[src/rtl/inst_fetch_pkg.sv]
// Shared constants and types for the instruction fetch stage.
package inst_fetch_pkg;

  localparam logic [31:0] RESET_PC   = 32'h0000_0000;
  localparam logic [31:0] ZERO_WORD  = 32'h0000_0000;
  localparam logic        RST_ENABLE = 1'b0;
  localparam logic        STOP       = 1'b1;
  localparam logic        NOSTOP     = 1'b0;

  typedef enum logic [1:0] {
    IDLE  = 2'd0,
    FETCH = 2'd1,
    HOLD  = 2'd2,
    DRAIN = 2'd3
  } if_state_e;

  function automatic logic [31:0] word_addr(input logic [31:0] a);
    return {a[31:2], 2'b00};
  endfunction

endpackage

[src/rtl/inst_fetch.sv]
// IF stage: issues word fetches on the instruction bus, delivers the returned
// word to if/id, and absorbs IF stalls, branch redirects and exception flushes.
module inst_fetch
  import inst_fetch_pkg::*;
(
  input  logic        clk,
  input  logic        rst,
  input  logic [5:0]  stall,
  input  logic        flush,
  input  logic [31:0] new_pc,
  input  logic        branch_flag_i,
  input  logic [31:0] branch_target_addr_i,
  output logic        ibus_req_o,
  output logic [31:0] ibus_addr_o,
  input  logic        ibus_ack_i,
  input  logic [31:0] ibus_data_i,
  output logic [31:0] if_pc,
  output logic [31:0] if_inst,
  output logic        stallreq_o
);

  if_state_e   state, state_nx;
  logic [31:0] pc, pc_nx;
  logic        pend_vld, pend_vld_nx;
  logic [31:0] pend_addr, pend_addr_nx;
  logic [31:0] redirect, redirect_nx;
  logic [31:0] hold_inst, hold_nx;

  logic in_rst, deliver, advance;
  logic unused_stall;

  assign unused_stall = ^{stall[5:2], stall[0]};

  // Outputs are forced to their idle values while reset is held so a request
  // in flight is dropped in the same cycle reset is seen.
  assign in_rst     = (rst == RST_ENABLE);
  assign deliver    = !in_rst && !flush &&
                      (((state == FETCH) && ibus_ack_i) || (state == HOLD));
  assign advance    = deliver && (stall[1] == NOSTOP);
  assign ibus_req_o = !in_rst && ((state == FETCH) || (state == DRAIN));
  assign ibus_addr_o = ibus_req_o ? word_addr(pc) : ZERO_WORD;
  assign if_pc      = deliver ? pc : ZERO_WORD;
  assign if_inst    = deliver ? (ibus_ack_i ? ibus_data_i : hold_inst) : ZERO_WORD;
  assign stallreq_o = in_rst || (!deliver && !flush);

  always_ff @(posedge clk) begin
    if (rst == RST_ENABLE) begin
      state     <= IDLE;
      pc        <= RESET_PC;
      pend_vld  <= 1'b0;
      pend_addr <= ZERO_WORD;
      redirect  <= ZERO_WORD;
      hold_inst <= ZERO_WORD;
    end else begin
      state     <= state_nx;
      pc        <= pc_nx;
      pend_vld  <= pend_vld_nx;
      pend_addr <= pend_addr_nx;
      redirect  <= redirect_nx;
      hold_inst <= hold_nx;
    end
  end

  always_comb begin
    state_nx     = state;
    pc_nx        = pc;
    pend_vld_nx  = pend_vld;
    pend_addr_nx = pend_addr;
    redirect_nx  = redirect;
    hold_nx      = hold_inst;

    // A live branch is newer than a pending one, so it wins the redirect.
    if (advance) begin
      if (branch_flag_i)  pc_nx = branch_target_addr_i;
      else if (pend_vld)  pc_nx = pend_addr;
      else                pc_nx = pc + 32'd4;
      pend_vld_nx = 1'b0;
      state_nx    = FETCH;
    end else if (branch_flag_i && (state != DRAIN) && !flush) begin
      pend_vld_nx  = 1'b1;
      pend_addr_nx = branch_target_addr_i;
    end

    case (state)
      IDLE: begin
        state_nx = FETCH;
        if (flush) begin
          pc_nx       = new_pc;
          pend_vld_nx = 1'b0;
        end
      end
      FETCH: begin
        if (flush) begin
          pend_vld_nx = 1'b0;
          if (ibus_ack_i) begin
            pc_nx   = new_pc;
            hold_nx = ZERO_WORD;
          end else begin
            redirect_nx = new_pc;
            state_nx    = DRAIN;
          end
        end else if (ibus_ack_i && !advance) begin
          hold_nx  = ibus_data_i;
          state_nx = HOLD;
        end
      end
      HOLD: begin
        if (flush) begin
          pc_nx       = new_pc;
          pend_vld_nx = 1'b0;
          hold_nx     = ZERO_WORD;
          state_nx    = FETCH;
        end
      end
      DRAIN: begin
        // The outstanding word belongs to the squashed path; wait it out.
        if (flush) redirect_nx = new_pc;
        if (ibus_ack_i) begin
          pc_nx    = flush ? new_pc : redirect;
          state_nx = FETCH;
        end
      end
      default: state_nx = IDLE;
    endcase
  end

endmodule

[config.mk]
export PLATFORM = sky130hd
export DESIGN_NAME = inst_fetch
export DESIGN_NICKNAME = d
export VERILOG_FILES = /design/src/rtl/inst_fetch_pkg.sv /design/src/rtl/inst_fetch.sv
export SDC_FILE = /design/constraint.sdc
export NUM_CORES = 1
export LEC_CHECK = 0
export CORE_AREA = 5 5 134 136
export CTS_BUF_LIST = sky130_fd_sc_hd__clkbuf_2 sky130_fd_sc_hd__clkbuf_4 sky130_fd_sc_hd__clkbuf_8
export DETAILED_ROUTE_END_ITERATION = 12
export DIE_AREA = 0 0 139 141
export PLACE_DENSITY = 0.75
export SYNTH_ARGS = -nofsm -noshare
export SYNTH_HDL_FRONTEND = slang
export SYNTH_SLANG_ARGS = --single-unit
[constraint.sdc]
create_clock -name clk -period 3.25 [get_ports clk]
set_clock_uncertainty 0.05 [all_clocks]
set_input_delay 0.65 -clock clk [delete_from_list [all_inputs] [get_ports clk]]
set_output_delay 0.65 -clock clk [all_outputs]
set_load 0.02 [all_outputs]
==> results by stage <==
Run status:
- The run finished with clean final reports.

Yosys:
- The cell area after synthesis is 7290 um^2.
- Of the post-synthesis cell area, the part taken by muxes is 5.51%.
- The number of flip-flops and latches in the synthesized netlist is 131.
- The most used flip-flop cell after synthesis is sky130_fd_sc_hd__dfxtp_1.
- The share of synthesized cell area in full adder, half adder and majority cells is 0.172%.
- Yosys printed 0 warnings.
- Yosys mapped a number of flops with a built-in enable equal to 0.
- The fraction of registers with async set/reset is 0%.
- The fraction of the yosys area taken by sequential cells is 36.0%.
- After Yosys synthesis, XOR and XNOR cells account for 0.961% of the synthesized area.
- The synthesized netlist devotes 22.9% of its cell area to compound gates.
- The simple-gate share of the synthesized area is 28.8%.
- The number of cells produced by synthesis is 1006.
- Yosys mapped the design onto 63 distinct sky130hd cell types.
- The dominant combinational cell family by area after synthesis is simple AND/OR/NAND/NOR gates.
- The average footprint of a synthesized cell is 7.25 um^2.

STA:
- The remaining max-slew budget at the tightest pin is 14.9%.
- The count of final setup violators is 0.
- The final sum of negative setup slack is 0 ns.
- The smallest clock period supported by the final layout is computed as 3.12 ns.
- The worst hold-check slack is 0.404 ns.
- Setup repair after global routing left no endpoint under its margin.
- The period utilization is 96.1%.
- For this run, the top clock speed supported by timing is 320 MHz.
- At the pin with the least slew margin, the transition time is 1.28 ns.
- In the post-route analysis, the smallest setup slack over all paths is 0.128 ns.
- The number of endpoints with negative hold slack in the final report came to 0.
- The count of pins over their slew limit is 0.

Placed design:
- The final weighted congestion in routability-driven placement is 0.894.
- The number of buffers inserted by port buffering is 197.
- The pre-CTS setup slack is 0.112 ns.
- The HPWL after detailed placement is 16400 um.

Global route:
- The first global-routing pass estimated 39100 um of wire.
- In the global route stage, overall resource usage came out at 24.4%.
- Entering global routing, the biggest net connects 92 pins.
- The number of antenna violations at the first check in global routing is 0.
- The via count of the first global-routing pass is 7499.
- For this run the aggregate overflow at the end of global routing stands at 0.

Power:
- The worst-case IR drop observed on VDD is 0.269 mV.
- In this run the static leakage power is 3.72 nW.
- The power per cell area is 389 nW/um^2.

Worst setup path:
- The top fanout value on the critical path is 32.
- The nature of the critical path endpoint is an output pin.
- The endpoint required time on the critical path is 2.55 ns.
- The worst endpoint data arrival time is 2.42 ns.
- The setup path with the least slack is of type register to output pin.
- The kind of launch point of the worst setup path is a register.

Floorplan:
- The width of the die is 139 um.
- During I/O placement, the number of pins put on the boundary was 205.
- The floorplan die height is 141 um.
- The number of core rows is 48.
- The die covers 19600 um^2.
- After floorplanning, the core was sized to cover 16800 um^2.
- The effective utilization at floorplan is 43.4%.

Drt:
- The detailed router's first-iteration violation count is 828.
- The average wire per cell in the routed design is 17.4 um.
- The final antenna-violating net count is 0.
- After detailed routing, the number of remaining DRC violations is 0.
- The number of optimization iterations in the first detailed-route pass is 7.
- The count of vias placed by the detailed router is 7937.
- The final routed wirelength across all metal layers is 24400 um.
- The routed via count divided by cell count is 5.67.

Finish:
- The most common library cell in the layout ignoring fill and taps is sky130_fd_sc_hd__nand2_1.
- The number of antenna diodes in the final layout is 0.
- Summing all flip-flop and latch instances after layout gives 2630 um^2.
- In the final design database the tool counted 1270 nets.
- The layout cell share with drive strength beyond 1 is 7.15%.
- In the layout the commonest cells are sky130_fd_sc_hd__nand2_1 (203), sky130_fd_sc_hd__clkdlybuf4s50_1 (165), sky130_fd_sc_hd__dfxtp_1 (129), sky130_fd_sc_hd__a21oi_1 (102), sky130_fd_sc_hd__o21ai_0 (67).
- From synthesis to final layout, the design area changed by 35.4%.
- The final design utilization is 58.7%.
- The number of filler cells placed in the layout is 1600.
- In the final layout, the multi-input gates occupy 4280 um^2.

CTS:
- The clock tree from TritonCTS is done.
- The maximum buffer depth of the clock tree is 2.
- The number of levels in the clock H-tree is 4.
- The number of clock buffers inserted by TritonCTS is 17.
- After clock tree synthesis, the clock-pin slew on the worst setup and hold paths is 0.07 ns.
- The post-CTS repair timing setup buffer count is 0.
- The clock latency on the worst-skew pair is 0.45 ns.
- The CTS root buffer is sky130_fd_sc_hd__clkbuf_8.
- The number of buffers added to fix hold violations after cts is 0.
- CTS saw 131 sinks.

Min path:
- The worst hold path belongs to the class register to register.

Flow run:
- The number of maximum-capacitance violations is 0.
[power breakdown]
group	internal [mW]	leakage [nW]	switching (mW)	total, mW
clock	0.695	0.194	0.664	1.36
sequential	1.69	1.07	0.0941	1.78
combinational	0.318	2.46	0.380	0.698
total	2.70	3.72	1.14	3.84
[cell families after synthesis]
family          after synthesis
buf+inv                     108
xor+xnor                      8
simple gates                448
compound gates              269
mux                          40
other cells                   1
fa+ha+maj                     1
flops                       131
[path summary, 6_finish.rpt]
path / to / cells after the start / slack [ns] / startpoint
min reg2reg: pend_addr[27] / 2 / 0.40 / pend_addr[27]
max reg2reg: pc[20] / 6 / 0.56 / pc[3]
min: pend_addr[27] / 2 / 0.40 / pend_addr[27]
max: if_inst[10] / 6 / 0.13 / state[0]
[synth_stat cells (4+ instances only)]
library cell                count  share of area [%]
sky130_fd_sc_hd__a2111oi_0      7               0.84
sky130_fd_sc_hd__a211oi_1      12                1.2
sky130_fd_sc_hd__a21o_1         4               0.41
sky130_fd_sc_hd__a21oi_1      102                7.0
sky130_fd_sc_hd__a221oi_1       5               0.60
sky130_fd_sc_hd__a31oi_1        8               0.69
sky130_fd_sc_hd__and2_1        31                2.7
sky130_fd_sc_hd__and3_1        36                3.1
sky130_fd_sc_hd__buf_1          8               0.41
sky130_fd_sc_hd__clkbuf_1      80                4.1
sky130_fd_sc_hd__dfxtp_1      131                 36
sky130_fd_sc_hd__inv_1         13               0.67
sky130_fd_sc_hd__mux2i_1       39                5.4
sky130_fd_sc_hd__nand2_1      203                 10
sky130_fd_sc_hd__nand2b_1       6               0.51
sky130_fd_sc_hd__nand3_1       53                3.6
sky130_fd_sc_hd__nand4_1        5               0.43
sky130_fd_sc_hd__nor2_1        63                3.2
sky130_fd_sc_hd__nor2b_1        5               0.43
sky130_fd_sc_hd__nor3_1        17                1.2
sky130_fd_sc_hd__nor4_1         8               0.69
sky130_fd_sc_hd__o211ai_1       6               0.62
sky130_fd_sc_hd__o21ai_0       67                4.6
sky130_fd_sc_hd__o221ai_1      19                2.3
sky130_fd_sc_hd__o22ai_1       12                1.0
sky130_fd_sc_hd__or3_1          5               0.43
sky130_fd_sc_hd__xor2_1         5               0.60
[worst max-delay path: stages (launching register included)]
cell and delay [ns]:
sky130_fd_sc_hd__dfxtp_1 0.33, sky130_fd_sc_hd__nand2b_2 0.23, sky130_fd_sc_hd__and2_1 0.18, sky130_fd_sc_hd__or2_2 0.33, sky130_fd_sc_hd__buf_12 0.18, sky130_fd_sc_hd__nor2_1 0.11, sky130_fd_sc_hd__clkdlybuf4s50_1 0.61
[layout make-up]
cell class                 instances  area share, %
inverter                          15          0.570
clock buffer                      18           2.51
timing repair buffer             229           22.8
tap                              225           2.85
multi-input combinational        768           43.3
clock inverter                    14           1.41
sequential                       131           26.6
[registers in the layout, summed over array words and instances, names as in the netlist]
name and cells:
pend_addr 32, pc 32, pend_vld 1, hold_inst 32, state 2, redirect 32
[routing by layer]
layer	global-route usage, %	vias to the layer above	routed length [um]
met5	0	-	0
met4	9.42	0	624
met3	7.16	40	2390
met2	37.7	373	10900
met1	32.2	3652	10400
li1	-	3872	-
[stage by stage]
step                      instances  power (mW)  area, um^2
after global placement         1368        2.50        9510
after floorplan                1007        2.17        7300
after CTS                      1400        3.86        9860
final                          1400        3.84        9880
after global routing           1400        4.03        9880
after detailed placement       1368        2.51        9510
[timing repair]
| action | CTS | global route |
|---|---|---|
| gates resized for setup | 26 | 5 |
| endpoints found under the setup margin | 26 | 38 |
| pin swaps | 0 | 0 |
Power figures use the tool's default switching activity.
